[config.mk]
export PLATFORM = sky130hd
export DESIGN_NAME = fetch_pc_sequencer
export DESIGN_NICKNAME = d
export VERILOG_FILES = /design/src/rtl/fetch_pkg.sv /design/src/rtl/fetch_pc_sequencer_sat_counter.sv /design/src/rtl/fetch_pc_sequencer.sv
export SDC_FILE = /design/constraint.sdc
export NUM_CORES = 1
export LEC_CHECK = 0
export ABC_CLOCK_PERIOD_IN_PS = 2100
export BUFFER_PORTS_ARGS = -buffer_cell sky130_fd_sc_hd__buf_4
export CAP_MARGIN = 15
export CORE_MARGIN = 8
export CORE_UTILIZATION = 40
export DETAILED_ROUTE_END_ITERATION = 10
export PLACE_DENSITY = 0.65
export SLEW_MARGIN = 10
export SYNTH_ARGS = -nofsm -noshare
export SYNTH_HDL_FRONTEND = slang
export SYNTH_SLANG_ARGS = --single-unit
[constraint.sdc]
create_clock -name clk -period 2.1 [get_ports clk]
set_clock_uncertainty 0.1 [all_clocks]
set_input_delay 0.105 -clock clk [delete_from_list [all_inputs] [get_ports clk]]
set_output_delay 0.105 -clock clk [all_outputs]
set_load 0.01 [all_outputs]
[src/rtl/fetch_pkg.sv]
// ---------------------------------------------------------------------------
// fetch_pkg
//   Shared definitions for the fetch PC sequencer: the sequencer state
//   encoding, the instruction-alignment mask, the sequential PC step and the
//   default reset PC. It also provides a helper that classifies a redirect
//   target as misaligned.
// ---------------------------------------------------------------------------
package fetch_pkg;

    // BOOT  : first cycle after reset, nothing issued yet
    // READY : no request outstanding
    // WAIT  : request outstanding, its data is wanted
    // DRAIN : stale request outstanding, new target parked in pending
    // FAULT : misaligned redirect seen, fetch halted until reset
    typedef enum logic [2:0] {
        ST_BOOT  = 3'd0,
        ST_READY = 3'd1,
        ST_WAIT  = 3'd2,
        ST_DRAIN = 3'd3,
        ST_FAULT = 3'd4
    } fetch_state_e;

    // 32-bit instruction alignment: both low address bits must be zero.
    localparam logic [1:0]  IALIGN_MASK      = 2'b11;
    localparam int unsigned PC_STEP          = 4;
    localparam logic [31:0] DEFAULT_RESET_PC = 32'h0000_0000;

    function automatic logic is_misaligned(input logic [1:0] addr_lsbs);
        return |(addr_lsbs & IALIGN_MASK);
    endfunction

endpackage

[src/rtl/fetch_pc_sequencer_sat_counter.sv]
// ---------------------------------------------------------------------------
// sat_counter
//   Up-counter that sticks at all-ones instead of wrapping.
//   Ports:
//     clk    in   clock
//     rst_n  in   asynchronous active-low reset (count -> 0)
//     inc    in   add one this cycle (ignored once saturated)
//     count  out  current count
// ---------------------------------------------------------------------------
module sat_counter #(
    parameter int WIDTH = 16
) (
    input  logic             clk,
    input  logic             rst_n,
    input  logic             inc,
    output logic [WIDTH-1:0] count
);

    logic [WIDTH-1:0] count_reg;

    always_ff @(posedge clk or negedge rst_n) begin
        if (!rst_n) begin
            count_reg <= '0;
        end else if (inc && (count_reg != '1)) begin
            count_reg <= count_reg + 1'b1;
        end
    end

    assign count = count_reg;

endmodule

[src/rtl/fetch_pc_sequencer.sv]
// ---------------------------------------------------------------------------
// fetch_pc_sequencer
//   Owns the program counter and sequences instruction-memory fetches.
//   Applies EX-stage redirects, drains a request that was already in flight
//   when a redirect arrived, raises IF/ID and ID/EX flushes, and traps
//   misaligned redirect targets into a sticky fault state.
//   Ports:
//     clk, rst_n         clock, asynchronous active-low reset
//     stall              hazard unit: do not start a new fetch
//     redirect_valid     taken jump/branch from EX
//     redirect_addr      jump/branch target
//     imem_req/addr      fetch request (held until imem_ack), address = pc
//     imem_ack           memory completes the request this cycle
//     fetch_valid        imem data this cycle is a valid instruction
//     fetch_pc           PC of that instruction
//     flush_ifid/idex    kill IF/ID and ID/EX contents this cycle
//     misaligned_fault   sticky fault flag
//     fault_addr         offending redirect target
//     redirect_count     accepted redirects, saturating
// ---------------------------------------------------------------------------
module fetch_pc_sequencer
    import fetch_pkg::*;
#(
    parameter int                            ADDR_WIDTH_IN_BIT = 32,
    parameter logic [ADDR_WIDTH_IN_BIT-1:0]  RESET_PC          = DEFAULT_RESET_PC,
    parameter int                            CNT_WIDTH         = 16
) (
    input  logic                         clk,
    input  logic                         rst_n,
    input  logic                         stall,
    input  logic                         redirect_valid,
    input  logic [ADDR_WIDTH_IN_BIT-1:0] redirect_addr,
    output logic                         imem_req,
    output logic [ADDR_WIDTH_IN_BIT-1:0] imem_addr,
    input  logic                         imem_ack,
    output logic                         fetch_valid,
    output logic [ADDR_WIDTH_IN_BIT-1:0] fetch_pc,
    output logic                         flush_ifid,
    output logic                         flush_idex,
    output logic                         misaligned_fault,
    output logic [ADDR_WIDTH_IN_BIT-1:0] fault_addr,
    output logic [CNT_WIDTH-1:0]         redirect_count
);

    localparam logic [ADDR_WIDTH_IN_BIT-1:0] PC_INC = ADDR_WIDTH_IN_BIT'(PC_STEP);

    fetch_state_e                 state_reg, state_next;
    logic [ADDR_WIDTH_IN_BIT-1:0] pc_reg, pc_next;
    logic [ADDR_WIDTH_IN_BIT-1:0] pending_reg, pending_next;
    logic [ADDR_WIDTH_IN_BIT-1:0] fault_addr_reg, fault_addr_next;
    logic                         flush;
    logic                         count_inc;
    logic                         redirect_bad;
    logic                         redirect_ok;

    assign redirect_bad = redirect_valid & is_misaligned(redirect_addr[1:0]);
    assign redirect_ok  = redirect_valid & ~redirect_bad;

    always_ff @(posedge clk or negedge rst_n) begin
        if (!rst_n) begin
            state_reg      <= ST_BOOT;
            pc_reg         <= RESET_PC;
            pending_reg    <= '0;
            fault_addr_reg <= '0;
        end else begin
            state_reg      <= state_next;
            pc_reg         <= pc_next;
            pending_reg    <= pending_next;
            fault_addr_reg <= fault_addr_next;
        end
    end

    // Within READY/WAIT/DRAIN the branches are ordered by priority:
    // misaligned redirect, then aligned redirect, then ack.
    always_comb begin
        state_next      = state_reg;
        pc_next         = pc_reg;
        pending_next    = pending_reg;
        fault_addr_next = fault_addr_reg;
        imem_req        = 1'b0;
        fetch_valid     = 1'b0;
        flush           = 1'b0;
        count_inc       = 1'b0;

        case (state_reg)
            ST_BOOT: begin
                state_next = ST_READY;
            end

            ST_READY: begin
                // A redirect cycle never issues: the pc is about to change.
                imem_req = ~stall & ~redirect_valid;
                flush    = redirect_valid;
                if (redirect_bad) begin
                    state_next      = ST_FAULT;
                    fault_addr_next = redirect_addr;
                end else if (redirect_ok) begin
                    pc_next   = redirect_addr;
                    count_inc = 1'b1;
                end else if (imem_req && imem_ack) begin
                    fetch_valid = 1'b1;
                    pc_next     = pc_reg + PC_INC;
                end else if (imem_req) begin
                    state_next = ST_WAIT;
                end
            end

            ST_WAIT: begin
                // Once issued the request is held regardless of stall; the
                // IF/ID skid entry absorbs data returning during a stall.
                imem_req = 1'b1;
                flush    = redirect_valid;
                if (redirect_bad) begin
                    state_next      = ST_FAULT;
                    fault_addr_next = redirect_addr;
                end else if (redirect_ok) begin
                    count_inc = 1'b1;
                    if (imem_ack) begin
                        pc_next    = redirect_addr;
                        state_next = ST_READY;
                    end else begin
                        pending_next = redirect_addr;
                        state_next   = ST_DRAIN;
                    end
                end else if (imem_ack) begin
                    fetch_valid = 1'b1;
                    pc_next     = pc_reg + PC_INC;
                    state_next  = ST_READY;
                end
            end

            ST_DRAIN: begin
                // Old request must complete on the old address; its data is
                // thrown away. Latest redirect target wins.
                imem_req = 1'b1;
                flush    = redirect_valid;
                if (redirect_bad) begin
                    state_next      = ST_FAULT;
                    fault_addr_next = redirect_addr;
                end else if (redirect_ok) begin
                    count_inc = 1'b1;
                    if (imem_ack) begin
                        pc_next    = redirect_addr;
                        state_next = ST_READY;
                    end else begin
                        pending_next = redirect_addr;
                    end
                end else if (imem_ack) begin
                    pc_next    = pending_reg;
                    state_next = ST_READY;
                end
            end

            ST_FAULT: begin
                // Halted; any outstanding ack is ignored. Only reset exits.
            end

            default: begin
                state_next = ST_BOOT;
            end
        endcase
    end

    sat_counter #(
        .WIDTH (CNT_WIDTH)
    ) u_redirect_counter (
        .clk   (clk),
        .rst_n (rst_n),
        .inc   (count_inc),
        .count (redirect_count)
    );

    assign imem_addr        = pc_reg;
    assign fetch_pc         = pc_reg;
    assign flush_ifid       = flush;
    assign flush_idex       = flush;
    assign misaligned_fault = (state_reg == ST_FAULT);
    assign fault_addr       = fault_addr_reg;

endmodule

==> impl_metrics.py, run 1 <==
metrics = {
    "global_routing": {
        "grt_pass1_wl_um": 31400,
        "grtUsageMet2": 0.326,
        "grt-ovfl-total": 0,
        "antenna_found_initial": 0,
        "top_usage_layer": "met2",
        "grt_pass1_vias": 5930,
        "grt_usage": 0.198,
        "grt_max_degree": 116,
        "grt_util_met3": 0.0577,
        "grt_util_met1": 0.242,
    },
    "sta": {
        "clock.fmax_mhz": 483,
        "period_needed_ns": 2.07,
        "setup_ws_ns": 0.0307,
        "setup_viol": 0,
        "min_period_over_period": 0.985,
        "final_hold_viol_count": 0,
        "drv_slew": 0,
        "tightest_slew_ns": 0.708,
        "hold_ws_ns": 0.121,
        "relSlewSlack": 0.528,
    },
    "synthesis": {
        "yosysSeqAreaShare": 0.462,
        "synth-seq-cells": 115,
        "syn-num-nets": 627,
        "synth_area_per_cell_um2": 10.6,
        "yosysWarnings": 0,
        "synth_cell_types": 69,
        "synth_ff_type": "dfrtp_1",
        "syn_inst": 588,
        "async_reset_ff_frac": 1.00,
        "syn_area_um2": 6230,
        "synth_edf_count": 0,
    },
    "pwr": {
        "p_per_area_nw_per_um2": 1220,
        "p_leak_uw": 0.00399,
        "vdd.ir_drop.worst_uv": 662,
        "p_total_uw": 10600,
    },
    "routing": {
        "num_vias": 5622,
        "wirelength_um": 19400,
        "dr.pass1.iters": 6,
        "viasPerCell": 5.66,
        "wire_per_inst_um": 19.5,
        "drt_iter0_markers": 344,
        "drc_errors": 0,
        "ant_nets": 0,
    },
    "clock_network": {
        "cts_buffers": 17,
        "cts_max_level": 4,
        "clock-sinks": 115,
        "clk_path_buf_depth": 2,
        "clock_latency_ns": 0.42,
        "root_buffer": "clkbuf_16",
        "cts_tree": "built",
        "path_clk_slew_ns": 0.05,
    },
    "layout": {
        "num_antenna_cells": 0,
        "syn_to_final_growth_pct": 39.8,
        "instances_no_fill": 993,
        "nets": 831,
        "fillers": 1284,
        "drive_above_1_share": 0.364,
    },
    "critical_path": {
        "r2r_slack_ns": 0.03,
        "slowest_delay_ns": 0.43,
        "worstSetupEndpointType": "register",
        "cp-start-kind": "register",
        "worst-path-buf-inv": 1,
        "worst_path_max_delay_cell": "dfrtp_2",
        "crit_fanout": 4,
        "cp_num_cells": 6,
        "crit_path_cell_trace": "buf_4 > nor3b_2 > mux2_2 > a221o_1 > a31oi_1 > a311oi_1",
        "cp_top_family": "compound AO/OA/AOI/OAI gates",
        "arrival_ns": 2.24,
        "cp_data_required_time_ns": 2.28,
        "reg2reg_from": "state_reg[2]",
        "reg2reg_depth": 6,
        "cp-startpoint": "state_reg[2]",
        "endpoint": "fetch_pc[29]",
        "crit_type": "register to register",
        "reg2reg_to": "fetch_pc[29]",
    },
    "placed_design": {
        "preCtsSetupSlack_ns": 0.0393,
        "place_hpwl_um": 13400,
        "gp_congestion": 0.895,
        "portBuffers": 153,
        "dpl.cell_count": 916,
    },
    "floorplanning": {
        "die_area_um2": 19800,
        "initial_utilization": 0.410,
        "coreArea_um2": 15200,
        "die_x_um": 141,
        "num_rows": 45,
        "die_h_um": 141,
        "ioPinCount": 154,
    },
    "hold_path": {
        "worstHoldStart": "stall",
        "hold_path_class": "primary input to register",
    },
    "run": {
        "maxCapViolations": 0,
    },
    "status": {
        "status": "completed",
    },
}
cell type report:
| type | instances | area, um2 | area share |
|---|---|---|---|
| flip-flops and latches | 115 | 2880 | 0.331 |
| well taps | 188 | 235 | 0.0270 |
| repair buffers | 250 | 2060 | 0.236 |
| multi-input cells | 399 | 2960 | 0.341 |
| clock inverters | 13 | 88.8 | 0.0102 |
| clock buffers | 19 | 443 | 0.0509 |
| inverters | 9 | 33.8 | 0.00388 |
synthesized netlist by cell type (3+ instances only):
cell | count | area, um2
inv_1 | 9 | 33.8
o21ai_1 | 17 | 85.1
a222oi_1 | 5 | 50.1
nand4_1 | 14 | 87.6
o32ai_1 | 3 | 26.3
buf_4 | 34 | 255
nor2_1 | 46 | 173
dfrtp_1 | 115 | 2880
and2_1 | 8 | 50.1
o21ai_0 | 21 | 105
a22oi_1 | 10 | 75.1
buf_2 | 22 | 110
o21a_1 | 3 | 22.5
xnor2_1 | 11 | 96.3
nand2_1 | 29 | 109
a22o_1 | 5 | 43.8
nand2b_1 | 5 | 31.3
mux2i_1 | 9 | 90.1
mux2_2 | 16 | 180
o221ai_1 | 3 | 26.3
o31a_1 | 4 | 35.0
and3_1 | 7 | 43.8
nor3_1 | 14 | 70.1
clkbuf_1 | 7 | 26.3
o2bb2ai_1 | 11 | 96.3
a21o_1 | 3 | 22.5
o22ai_1 | 3 | 18.8
a31oi_1 | 11 | 68.8
o22a_1 | 5 | 43.8
xor2_1 | 4 | 35.0
nand3_1 | 18 | 90.1
a221o_1 | 5 | 50.1
a21oi_1 | 18 | 90.1
mux2_1 | 47 | 529
cell usage in the layout (no fill, tap or decap), types with 4 or more instances in the layout:
cell type      Yosys  routed
clkbuf_16          0      17
xnor2_1           11      11
clkinv_2           0       5
mux2i_1            9       9
a222oi_1           5       5
inv_1              9       9
buf_4             34     208
a31oi_1           11      10
o31a_1             4       4
a221o_1            5       5
a21oi_1           18      18
a22o_1             5       5
buf_12             0       5
o21ai_1           17      15
nor2_1            46      44
a22oi_1           10      10
nand2_1           29      29
o22a_1             5       5
and3_1             7       7
nand3_1           18      18
nand2b_1           5       5
xor2_1             4       4
clkinvlp_4         0       5
o2bb2ai_1         11      11
nor3_1            14      13
o21ai_0           21      21
mux2_2            16      16
dfrtp_1          115     112
mux2_1            47      47
and2_1             8       8
nand4_1           14      14
dlygate4sd3_1      0      35
what timing repair did:
item                                   in CTS  in global routing
resized for setup                           2                 11
hold buffers                               35                  0
endpoints found under the hold margin     197                  0
pin swaps                                   1                  2
setup endpoints to repair                   1                 12
cloned                                      1                  0
setup buffers                               3                  6
through the flow:
step | util | instance area, um2 | setup TNS [ns]
after floorplan | - | 6230 | 0
final | 0.572 | 8700 | 0
after global placement | 0.504 | 7660 | 0
after detailed placement | 0.504 | 7660 | 0
after CTS | 0.566 | 8610 | 0
after global routing | 0.572 | 8700 | -0.0342
worst min path at each step:
stage,endpoint,slack (ns),depth (start not counted)
after CTS,state_reg[1],0.1,5
after detailed placement,fault_addr[17],0.15,2
after floorplan,fault_addr[0],-0.29,0
after global routing,state_reg[1],0.15,5
after global placement,fault_addr[19],0.15,2
final,state_reg[1],0.12,5
power by group:
group	leakage, uW	switching, uW	internal [uW]
sequential	0.00145	650	2920
clock	0.000251	1040	1520
combinational	0.00229	2190	2330
total	0.00399	3880	6770
worst register-to-register path: cells and delay by family (launching register included):
family / cells / cell delay, ns
buf+inv: 1 / 0.15
flops: 1 / 0.43
compound gates: 3 / 0.53
mux: 1 / 0.40
simple gates: 1 / 0.34
logic make-up (layout without fill, tap and decap cells):
logic type / count (synthesis) / in the layout / share of synthesized area
fa+ha+maj: 2 / 2 / 0.00402
mux: 72 / 72 / 0.128
simple gates: 163 / 163 / 0.142
xor+xnor: 15 / 15 / 0.0211
flops: 115 / 115 / 0.462
buf+inv: 74 / 291 / 0.0719
compound gates: 147 / 147 / 0.170
layer usage:
layer  part of all wire  vias up  routed length [um]
li1                   -     2550                   -
met1               0.43     2813                8310
met2               0.49      215                9440
met3              0.063       44                1230
met4              0.022        0                 424
met5                  0        -                   0
Power figures use the tool's default switching activity.
==> run 2: changes to the inputs <==
--- a/config.mk
+++ b/config.mk
@@ -8,6 +8,7 @@
 export ABC_CLOCK_PERIOD_IN_PS = 2100
 export BUFFER_PORTS_ARGS = -buffer_cell sky130_fd_sc_hd__buf_4
 export CAP_MARGIN = 15
+export CORE_ASPECT_RATIO = 1.2
 export CORE_MARGIN = 8
 export CORE_UTILIZATION = 40
 export DETAILED_ROUTE_END_ITERATION = 10
==> run 2 against run 1 <==
  * Combinational power fell by 3%
  * Largest power group unchanged
  * Global-route usage rose by 0.27 points
  * Wire length rose by 1.2%
  * Sequential cell count did not move
  * First-iteration DRC count rose by 7.3%
  * Clock-buffer cell count rose by 3
  * Maximum frequency rose by 2.3%
  * Via count rose by 0.82%
  * Critical path depth did not move
==> impl_metrics.py, run 2 (synthesized netlist as in run 1, its figures left out) <==
metrics = {
    "sta": {
        "setup_viol": 0,
        "relSlewSlack": 0.599,
        "clock.fmax_mhz": 495,
        "final_hold_viol_count": 0,
        "min_period_over_period": 0.963,
        "hold_ws_ns": 0.0552,
        "drv_slew": 0,
        "tns_ns": 0,
        "rsz0062_at_grt": "no",
        "tightest_slew_ns": 0.599,
        "period_needed_ns": 2.02,
        "setup_ws_ns": 0.0779,
    },
    "critical_path": {
        "crit_fanout": 10,
        "slowest_delay_ns": 0.44,
        "worstSetupEndpointType": "output port",
        "cp_data_required_time_ns": 1.89,
        "crit_type": "register to output port",
        "crit_path_frequent_cell": "nor2_1",
        "worst-path-buf-inv": 2,
        "cp-start-kind": "register",
        "arrival_ns": 1.82,
        "cp_top_family": "flip-flops",
        "worst_path_max_delay_cell": "dfrtp_2",
        "crit_path_cell_trace": "nor2_1 > a31oi_4 > o21ai_4 > buf_12 > nor2_1 > buf_4",
    },
    "global_routing": {
        "grt-ovfl-total": 0,
        "grt_pass1_wl_um": 31200,
        "grtUsageMet2": 0.338,
        "top_usage_layer": "met2",
        "grt_util_met3": 0.0574,
        "grt_util_met1": 0.232,
        "grt_max_degree": 42,
        "grt_pass1_vias": 5906,
        "antenna_found_initial": 0,
        "grt_usage": 0.201,
    },
    "routing": {
        "ant_nets": 0,
        "viasPerCell": 5.65,
        "num_vias": 5668,
        "drt_iter0_markers": 369,
        "drc_errors": 0,
        "wirelength_um": 19600,
        "wire_per_inst_um": 19.6,
        "dr.pass1.iters": 5,
    },
    "placed_design": {
        "place_hpwl_um": 13900,
        "preCtsSetupSlack_ns": 0.0913,
        "dpl.cell_count": 931,
        "gp_congestion": 0.873,
        "portBuffers": 153,
    },
    "run": {
        "maxCapViolations": 0,
    },
    "clock_network": {
        "cts_tree": "built",
        "root_buffer": "clkbuf_16",
        "cts_max_level": 4,
        "path_clk_slew_ns": 0.06,
        "clock_latency_ns": 0.42,
        "clock-sinks": 115,
        "cts_buffers": 17,
        "clk_path_buf_depth": 2,
    },
    "layout": {
        "mostFrequentLayoutCells": "buf_4, dfrtp_1, mux2_1, nor2_1, dlygate4sd3_1",
        "ff_latch_area_um2": 2880,
        "fillers": 1346,
        "nets": 821,
        "final_common_cell": "buf_4",
        "instances_no_fill": 1003,
        "multiInputGateArea_um2": 2950,
        "drive_above_1_share": 0.351,
        "syn_to_final_growth_pct": 41.1,
        "num_antenna_cells": 0,
    },
    "floorplanning": {
        "die_area_um2": 19800,
        "ioPinCount": 154,
        "num_rows": 50,
        "coreArea_um2": 15400,
        "initial_utilization": 0.405,
        "die_h_um": 153,
        "die_x_um": 130,
    },
    "pwr": {
        "p_leak_uw": 0.00399,
        "p_total_uw": 11100,
        "vdd.ir_drop.worst_uv": 849,
        "p_per_area_nw_per_um2": 1260,
    },
    "status": {
        "status": "completed",
    },
    "hold_path": {
        "hold_path_class": "primary input to register",
    },
}
==> run 2: changes by cell type in the layout (fill, tap and decap cells not counted), moves of 2 or more <==
cell	change
buf_12	+5
clkinv_4	-3
buf_4	-16
bufinv_16	+4
clkbuf_1	+2
nor3_2	-2
clkinvlp_4	-3
==> run 2: stage by stage <==
step                 util  cell area (um2)
global placement    0.501             7710
global route        0.571             8790
detailed placement  0.501             7710
CTS                 0.565             8700
finish              0.571             8790
floorplan               -             6230
==> run 2: layout make-up <==
class / count / area share
Clock inverter: 10 / 0.0177
Clock buffer: 22 / 0.0528
Timing Repair Buffer: 240 / 0.232
Inverter: 9 / 0.00385
Sequential cell: 115 / 0.328
Multi-Input combinational cell: 399 / 0.336
Tap cell: 208 / 0.0296
==> run 2: what timing repair did <==
| item | CTS | global route |
|---|---|---|
| setup buffers | 0 | 3 |
| hold buffers | 36 | 0 |
| resized for setup | 3 | 8 |
| endpoints found under the setup margin | 1 | 5 |
| gates cloned | 0 | 1 |
| hold endpoints to repair | 123 | 0 |
| pin swaps | 0 | 2 |
==> run 2: power breakdown <==
part / internal (uW) / leakage [uW] / switching, uW
sequential: 2920 / 0.00145 / 721
combinational: 2270 / 0.00225 / 2120
clock: 2040 / 0.000300 / 1010
total: 7230 / 0.00399 / 3850
==> run 2: path summary, 6_finish.rpt <==
| kind | startpoint | to | slack (ns) | cells after the start |
|---|---|---|---|---|
| worst max-delay path | state_reg[2] | fetch_valid | 0.08 | 6 |
| worst min-delay path | redirect_addr[1] | state_reg[2] | 0.06 | 4 |
| worst max register to register | fetch_pc[3] | fetch_pc[18] | 0.08 | 6 |
| worst min register to register | pending_reg[27] | pending_reg[27] | 0.39 | 1 |
| max in group asynchronous | rst_n | fetch_pc[3] | 1.13 | 3 |
| min in group asynchronous | rst_n | u_redirect_counter.count[11] | 0.13 | 2 |
==> run 2: per-layer routing <==
| metal | wire, um | up-vias | share of wire |
|---|---|---|---|
| met1 | 7810 | 2858 | 0.40 |
| met5 | 0 | - | 0 |
| met4 | 373 | 0 | 0.019 |
| li1 | - | 2538 | - |
| met3 | 1380 | 30 | 0.070 |
| met2 | 10100 | 242 | 0.51 |
==> run 2: tightest hold or removal path: stages <==
cell	delay [ns]
buf_4	0.12
o21ai_4	0.07
buf_12	0.16
nand2b_1	0.08
